**src/rtl/change_hopper.sv**
```systemverilog
// change_hopper: change-return hopper controller.
// Request FIFO feeding a motor/sense FSM with per-hopper stock tracking.
module change_hopper #(
    parameter int QUEUE_DEPTH    = 8,
    parameter int PULSE_CYCLES   = 4,
    parameter int TIMEOUT_CYCLES = 64,
    parameter int INIT_STOCK     = 20
) (
    input  logic       clk,
    input  logic       reset,
    input  logic       inquarter,
    input  logic       indime,
    input  logic       innickel,
    input  logic       coin_sense,
    input  logic       restock,
    input  logic       clear_fault,
    output logic       motorquarter,
    output logic       motordime,
    output logic       motornickel,
    output logic       busy,
    output logic       fault,
    output logic       overflow,
    output logic       req_error,
    output logic [7:0] shortfall,
    output logic [2:0] empty_mask
);
    localparam int AW = $clog2(QUEUE_DEPTH);
    localparam int PW = $clog2(PULSE_CYCLES + 1);
    localparam int TW = $clog2(TIMEOUT_CYCLES + 1);

    localparam logic [AW:0]   FULL_CNT    = (AW + 1)'(QUEUE_DEPTH);
    localparam logic [AW-1:0] PTR_ONE     = AW'(1);
    localparam logic [PW-1:0] PULSE_LAST  = PW'(PULSE_CYCLES - 1);
    localparam logic [PW-1:0] PCNT_ONE    = PW'(1);
    localparam logic [TW-1:0] TIMEOUT_END = TW'(TIMEOUT_CYCLES);
    localparam logic [TW-1:0] TIMER_ONE   = TW'(1);
    localparam logic [7:0]    STOCK_INIT  = 8'(INIT_STOCK);

    localparam logic [1:0] S_IDLE  = 2'd0;
    localparam logic [1:0] S_DRIVE = 2'd1;
    localparam logic [1:0] S_WAIT  = 2'd2;
    localparam logic [1:0] S_FAULT = 2'd3;

    logic [1:0]    state, state_n;
    logic [1:0]    cur, cur_n;
    logic [PW-1:0] pcnt, pcnt_n;
    logic [TW-1:0] timer, timer_n;
    logic [1:0]    mem [QUEUE_DEPTH];
    logic [AW-1:0] wr_ptr, rd_ptr;
    logic [AW:0]   count, count_n;
    logic [7:0]    stock [3];
    logic [1:0]    head, req_code;
    logic [7:0]    head_stock, head_value;
    logic [8:0]    short_sum;
    logic [2:0]    motor_n;
    logic          req_any, req_multi, full, push, pop, dec, short_add;

    // Highest-value coin wins when several requests collide
    always_comb begin
        req_any   = inquarter | indime | innickel;
        req_multi = (inquarter & indime) | (inquarter & innickel) | (indime & innickel);
        req_code  = inquarter ? 2'd0 : (indime ? 2'd1 : 2'd2);
        full      = (count == FULL_CNT);
        pop       = (state == S_IDLE) && (count != '0);
        push      = req_any && (!full || pop);
        count_n   = count + (AW + 1)'(push) - (AW + 1)'(pop);
    end

    always_comb begin
        head = mem[rd_ptr];
        case (head)
            2'd0: begin
                head_stock = stock[0];
                head_value = 8'd25;
            end
            2'd1: begin
                head_stock = stock[1];
                head_value = 8'd10;
            end
            default: begin
                head_stock = stock[2];
                head_value = 8'd5;
            end
        endcase
        short_sum = {1'b0, shortfall} + {1'b0, head_value};
    end

    always_comb begin
        state_n   = state;
        cur_n     = cur;
        pcnt_n    = pcnt;
        timer_n   = timer;
        dec       = 1'b0;
        short_add = 1'b0;
        case (state)
            S_IDLE: begin
                if (pop) begin
                    cur_n = head;
                    if (head_stock == 8'd0) begin
                        short_add = 1'b1;
                    end else begin
                        state_n = S_DRIVE;
                        pcnt_n  = '0;
                    end
                end
            end
            S_DRIVE: begin
                if (coin_sense) begin
                    dec     = 1'b1;
                    state_n = S_IDLE;
                end else if (pcnt == PULSE_LAST) begin
                    state_n = S_WAIT;
                    timer_n = '0;
                end else begin
                    pcnt_n = pcnt + PCNT_ONE;
                end
            end
            S_WAIT: begin
                if (coin_sense) begin
                    dec     = 1'b1;
                    state_n = S_IDLE;
                end else if (timer == TIMEOUT_END) begin
                    state_n = S_FAULT;
                end else begin
                    timer_n = timer + TIMER_ONE;
                end
            end
            S_FAULT: begin
                if (clear_fault) begin
                    state_n = S_DRIVE;
                    pcnt_n  = '0;
                end
            end
        endcase
        motor_n = (state_n == S_DRIVE) ? (3'b100 >> cur_n) : 3'b000;
    end

    always_ff @(posedge clk) begin
        if (push) mem[wr_ptr] <= req_code;
    end

    always_ff @(posedge clk or negedge reset) begin
        if (!reset) begin
            state        <= S_IDLE;
            cur          <= 2'd0;
            pcnt         <= '0;
            timer        <= '0;
            wr_ptr       <= '0;
            rd_ptr       <= '0;
            count        <= '0;
            motorquarter <= 1'b0;
            motordime    <= 1'b0;
            motornickel  <= 1'b0;
            busy         <= 1'b0;
            fault        <= 1'b0;
            overflow     <= 1'b0;
            req_error    <= 1'b0;
            shortfall    <= 8'd0;
            for (int i = 0; i < 3; i++) stock[i] <= STOCK_INIT;
        end else begin
            state     <= state_n;
            cur       <= cur_n;
            pcnt      <= pcnt_n;
            timer     <= timer_n;
            count     <= count_n;
            overflow  <= req_any && !push;
            req_error <= req_multi;
            fault     <= (state_n == S_FAULT);
            busy      <= (state_n != S_IDLE) || (count_n != '0);
            {motorquarter, motordime, motornickel} <= motor_n;
            if (push) wr_ptr <= wr_ptr + PTR_ONE;
            if (pop) rd_ptr <= rd_ptr + PTR_ONE;
            if (short_add) shortfall <= short_sum[8] ? 8'hFF : short_sum[7:0];
            // Restock takes precedence over a same-cycle ejection
            if (restock) begin
                for (int i = 0; i < 3; i++) stock[i] <= STOCK_INIT;
            end else if (dec && stock[cur] != 8'd0) begin
                stock[cur] <= stock[cur] - 8'd1;
            end
        end
    end

    assign empty_mask = {stock[0] == 8'd0, stock[1] == 8'd0, stock[2] == 8'd0};

endmodule

```
**config.mk**
```make
export PLATFORM = sky130hd
export DESIGN_NAME = change_hopper
export DESIGN_NICKNAME = d
export VERILOG_FILES = /design/src/rtl/change_hopper.sv
export SDC_FILE = /design/constraint.sdc
export NUM_CORES = 1
export LEC_CHECK = 0
export ABC_AREA = 1
export CELL_PAD_IN_SITES_DETAIL_PLACEMENT = 0
export CELL_PAD_IN_SITES_GLOBAL_PLACEMENT = 1
export CORE_UTILIZATION = 40
export CTS_BUF_LIST = sky130_fd_sc_hd__clkbuf_8
export DETAILED_ROUTE_END_ITERATION = 12
export HOLD_SLACK_MARGIN = 0.12
export PLACE_DENSITY = 0.7
export SLEW_MARGIN = 10
export SYNTH_ARGS = -nofsm -noshare
export SYNTH_HDL_FRONTEND = slang
export SYNTH_SLANG_ARGS = --single-unit
export TNS_END_PERCENT = 10
```
**constraint.sdc**
```tcl
create_clock -name clk -period 7.5 [get_ports clk]
set_input_delay 1.875 -clock clk [delete_from_list [all_inputs] [get_ports clk]]
set_output_delay 1.875 -clock clk [all_outputs]
set_load 0.01 [all_outputs]
```
After elaboration in Yosys (flattened, before gate mapping)

Memories as Yosys holds them, arrays and structs flattened.
Index checks and enable logic that the tools add are counted.
Widths: inputs -> output; s select.

Register bits after elaboration: 63
RAM bits: 16
Input port bits: 8
Output and inout port bits: 18
Memories: 1

$add $sub $neg: 8
Order comparisons: 2
Eq/ne operators: 17
Shifts and indexed selects: 1
Mux-type cells: 42
Bitwise operators: 8
Reductions and logical operators: 25

Memory list:

| name | words | bits a word | read ports | clocked after memory_dff | write ports | line | RTL |
|---|---|---|---|---|---|---|---|
| mem  | 8     | 2           | 1          | 0                        | 1           | 48   | `logic [1:0] mem [QUEUE_DEPTH];` |

Operator list:

| operator            | count |
|---|---|
| $mux 24             | 2 |
| $logic_not 8->1     | 4 |
| $mux 8              | 4 |
| $mux 7              | 4 |
| $bwmux 24           | 1 |
| $mux 2              | 11 |
| $mux 3              | 6 |
| $bmux 8 s2          | 1 |
| $demux 8 s2         | 1 |
| $ne 2x2->1 const B  | 8 |
| $pmux 8 s2          | 1 |
| $pmux 7 s2          | 1 |
| $pmux 5 s2          | 1 |
| $add 3x1->3 const B | 3 |
| $add 8x8->9         | 1 |
| $pmux 3 s3          | 1 |
| $pmux 2 s4          | 1 |
| $reduce_bool 4->1   | 2 |
| $reduce_bool 8->1   | 1 |
| $sub 8x1->8 const B | 1 |
| $add 7x1->7 const B | 1 |
| $eq 7x7->1 const B  | 1 |
| $mux 1              | 7 |
| $eq 2x1->1 const B  | 3 |
| 20 further kinds    | 36 |

Logic depth before layout (Yosys ltp)

An unclocked memory read counts as a cell.

Depth in word-level cells: 9
Gate-level depth with buffers: 18

Worst setup path before layout

No wires, ideal clock.

Kind: input to register
Start: input indime
End: register busy
Setup time: 130 ps
Arrival: 3731 ps
Required time: 7370 ps
Path slack: 3639 ps
Cell stages on the path: 11
Path buffers: 0
Path through: nor2_1 nand2_1 nand2_1 ha_1 inv_1 ha_1 inv_1 fa_1 inv_1 nor4_1 nand3_1

Longest elaborated chain between the ends: 7

Ends and longest elaborated chain:

| what                     | line | RTL |
|---|---|---|
| start, declared          | 12   | `input logic indime,` |
| $or 1x1->1 (2 in series) | 60   | `req_any = inquarter \| indime \| innickel;` |
| $logic_and 1x1->1        | 65   | `push = req_any && (!full \|\| pop);` |
| $add 4x1->4              | 66   | `count_n = count + (AW + 1)'(push) - (AW + 1)'(pop);` |
| $sub 4x1->4              | 66   |  |
| named net count_n[1]     | 50   | `logic [AW:0] count, count_n;` |
| $reduce_bool 4->1        | 169  | `busy <= (state_n != S_IDLE) \|\| (count_n != '0);` |
| $logic_or 1x1->1         | 169  |  |
| end signal, assigned     | 169  |  |
| end, declared            | 20   | `output logic busy,` |

The timed path passes the listed nets, and every way through them passes these cells.
A chain may end at the register's enable or synchronous reset.

Worst setup path in the final report

Same ends and word-level chain as after synthesis.

==> summary.json <==
{
  "crit_type": "in -> reg",
  "routed_wire_length_per_instance_um": 13.47,
  "library_cells_used_by_synthesis": 46,
  "pnr_worst_setup_slack_ns": 3.211,
  "dp.final_hpwl_um": 7110,
  "critical_path_buf_inv_count": 4,
  "mean_instance_size_in_the_synthesized_netlist_um2": 8.388,
  "std_cell_rows": 38,
  "die-area_um2": 11750,
  "netlist_instances": 540,
  "dpl.cell_count": 701,
  "cp_max_stage_cell": "sky130_fd_sc_hd__nor2_1",
  "drt_pre_antenna_iters": 5,
  "dr_wl_met3_um": 317,
  "worst_hold_path_type": "reg -> reg",
  "final-hold-violation-count": 0,
  "detailedRoute.firstIterationViolations": 159,
  "synth_top_area_share_pct": 31.49,
  "synthToLayoutAreaGrowth_pct": 13.26,
  "fin_setup_tns_ns": 0,
  "viasPerCell": 4.905,
  "highest_layer": "met4",
  "number_of_setup_buffers_added_after_cts": 0,
  "layout-drive-gt1-share_pct": 13.34,
  "insertedDiodeCount": 0,
  "post-route-min-period_ns": 4.289,
  "status": "complete, no violations",
  "finalWeightedCongestion": 0.8210,
  "timing.final.setup_violations": 0,
  "cts-resized-gates": 0,
  "dpl_worst_slack_ns": 2.821,
  "grt_antenna_before_repair": 0,
  "clock-sinks": 79,
  "synth_area_um2": 4529,
  "critPathRequiredTime_ns": 7.75,
  "cts_made_buffers": 9,
  "critical_path.max_stage_delay_ns": 0.54,
  "chipWidth_um": 108.4,
  "number_of_remaining_drc_errors": 0,
  "slew_viol_final": 0,
  "report.power.total_mw": 2.120,
  "drt.antenna.violating_nets": 0,
  "worst_setup_hold_path_clk_slew_ns": 0.09,
  "start_util_pct": 41.42,
  "synth_nets": 574,
  "cts-root-buf": "sky130_fd_sc_hd__clkbuf_8",
  "tritoncts": "done",
  "final_util_pct": 46.91,
  "detailroute.wirelength.met2_um": 4241,
  "timing.critical_path.to_type": "flop",
  "die_h_um": 108.4,
  "global_route.overflow_total": 0,
  "synth_top_cell_by_area": "sky130_fd_sc_hd__dfrtp_1",
  "worst_setup_path_start_kind": "primary input",
  "crit_top_cell": "sky130_fd_sc_hd__inv_1",
  "timing.critical_path.cells": "clkdlybuf4s50_1, nor2_1, nand2_1, nand2_1, ha_1, inv_1, ha_1, inv_1, fa_1, inv_1, nor4_1, nand3_1",
  "worst_path_dominant_cell_family": "simple AND/OR/NAND/NOR gates",
  "postSynthRegisterBits": 79,
  "track_usage_pct": 18.48,
  "fp.coreArea_um2": 10940,
  "synth.yosys.seq_area_share_pct": 45.58,
  "slew_headroom_pct": 38.49,
  "hold_buffers": 0,
  "design.final.nets": 606,
  "htree_num_levels": 3,
  "met1_routed_length_um": 4907,
  "worst-slew-pin-transition_ns": 0.9217,
  "grt_pass1_wl_um": 16730,
  "crit_arrival_ns": 4.54,
  "total_routed_wirelength_um": 9657,
  "dr_total_vias": 3517,
  "cts_max_path_buffers": 2,
  "ys_top_cells_by_area": "sky130_fd_sc_hd__dfrtp_1 (31%), sky130_fd_sc_hd__nand2_1 (11%), sky130_fd_sc_hd__edfxtp_1 (11%)",
  "critPathMaxFanout": 11,
  "ys.warnings.count": 0,
  "final_cell_count_no_fill": 717,
  "top_level_ports": 26,
  "fin_worst_skew_ns": 0.005490,
  "rsz0062_at_grt": "false",
  "p_per_area_nw_per_um2": 413.3,
  "timing.final.crit_share_pct": 57.19,
  "p_leak_nw": 2.454,
  "first_global_vias": 3523,
  "fmaxAchievable_ghz": 0.2331,
  "irDropWorstVdd_uv": 194.8,
  "clk-insertion-delay-late_ns": 0.37,
  "cap_viol_max_count": 0,
  "maximum_number_of_pins_on_one_net_before_global_route_repair": 64,
  "portBuffers": 25
}
==> area by class of cell <==
| type | count | area [um2] |
|---|---|---|
| Clock buffer | 9 | 123.9 |
| Clock inverter | 7 | 71.32 |
| Fill cell | 1111 | 5806 |
| Inverter | 90 | 337.8 |
| Multi-Input combinational cell | 366 | 2105 |
| Sequential cell | 79 | 2064 |
| Tap cell | 140 | 175.2 |
| Timing Repair Buffer | 26 | 252.7 |
==> path summary, 6_finish.rpt <==
kind                          start            to  slack, ns  depth (start not counted)
setup / recovery             indime          busy       3.21                         12
hold / removal             stock[4]      stock[4]       0.50                          2
setup reg to reg           state[1]          busy       4.45                         13
hold reg to reg            stock[4]      stock[4]       0.50                          2
max in group asynchronous     reset      stock[3]       5.29                          2
min in group asynchronous     reset  shortfall[6]       1.67                          2
==> registers in the layout, summed over array words and instances (netlist names), 2 cells and up <==
register and count:
count 4, cur 2, mem 16, pcnt 3
rd_ptr 3, shortfall 8, state 2, stock 24
timer 7, wr_ptr 3
==> metrics by stage <==
step           area (um2)  hold WS [ns]
6_report             5130        0.4969
3_5_place_dp         4935        0.4876
4_1_cts              5130        0.4986
5_1_grt              5130        0.5293
2_1_floorplan        4529        0.4588
3_3_place_gp         4935        0.4754
==> worst reg2reg max path: stages (launching register included) <==
cell	delay, ns
sky130_fd_sc_hd__dfrtp_1	0.46
sky130_fd_sc_hd__inv_1	0.11
sky130_fd_sc_hd__ha_1	0.29
sky130_fd_sc_hd__nand2_1	0.28
sky130_fd_sc_hd__nand3_1	0.20
sky130_fd_sc_hd__nand2_1	0.13
sky130_fd_sc_hd__ha_1	0.31
sky130_fd_sc_hd__inv_1	0.05
sky130_fd_sc_hd__ha_1	0.15
sky130_fd_sc_hd__inv_1	0.06
sky130_fd_sc_hd__fa_1	0.48
sky130_fd_sc_hd__inv_1	0.05
sky130_fd_sc_hd__nor4_1	0.27
sky130_fd_sc_hd__nand3_1	0.10
==> cell usage after synthesis, drive strengths merged <==
library cell and instances:
nand2 137, inv 89, nand3 63, dfrtp 57, nor2 46, o21ai 29
ha 24, edfxtp 16, a21oi 12, nor3 11, xor2 9, dfstp 6
or2 5, xnor2 5, a22oi 4, nand4 4, o211ai 4, buf 3
a221oi 2, clkbuf 2, fa 2, nor3b 2, and3 1, clkinv 1
nand3b 1, nor2b 1, nor4 1, o21bai 1, o221ai 1, o22ai 1
==> report_power, final <==
| group | leakage, nW | internal, mW | switching [mW] |
|---|---|---|---|
| clock | 0.0974 | 0.154 | 0.175 |
| sequential | 0.956 | 0.574 | 0.0990 |
| combinational | 1.40 | 0.416 | 0.701 |
| total | 2.45 | 1.14 | 0.975 |
==> cells in the final DEF (no fill, tap or decap), types with 3 or more instances in the layout <==
master / n
sky130_fd_sc_hd__o21ai_1: 16
sky130_fd_sc_hd__clkdlybuf4s50_1: 24
sky130_fd_sc_hd__clkbuf_8: 9
sky130_fd_sc_hd__nor3_1: 9
sky130_fd_sc_hd__nand4_1: 4
sky130_fd_sc_hd__nand2_1: 133
sky130_fd_sc_hd__inv_2: 22
sky130_fd_sc_hd__a22oi_1: 4
sky130_fd_sc_hd__o21ai_0: 10
sky130_fd_sc_hd__or2_2: 3
sky130_fd_sc_hd__nand3_4: 4
sky130_fd_sc_hd__edfxtp_1: 16
sky130_fd_sc_hd__nor2_4: 5
sky130_fd_sc_hd__xor2_1: 8
sky130_fd_sc_hd__dfstp_2: 6
sky130_fd_sc_hd__ha_1: 24
sky130_fd_sc_hd__nor2_1: 36
sky130_fd_sc_hd__xnor2_1: 5
sky130_fd_sc_hd__inv_1: 68
sky130_fd_sc_hd__a21oi_1: 11
sky130_fd_sc_hd__dfrtp_1: 57
sky130_fd_sc_hd__nor2_2: 5
sky130_fd_sc_hd__o211ai_1: 3
sky130_fd_sc_hd__o21ai_2: 3
sky130_fd_sc_hd__nand3_1: 58
==> per-layer routing <==
metal  global-route usage [%]  up-vias
met1                    25.91     1639
met2                    28.25       55
met4                    7.819        0
met3                    2.893       16
met5                        0        -
li1                         -     1807
==> cells by family after synthesis <==
logic type / Yosys count / synth area share (%)
flip-flops: 79 / 45.58
buffers and inverters: 95 / 7.956
XOR/XNOR: 14 / 2.873
AND/OR/NAND/NOR: 272 / 28.62
AO/OA/AOI/OAI: 54 / 7.459
adder cells (fa/ha/maj): 26 / 7.514
No activity file was read; power rests on OpenSTA's default activity.
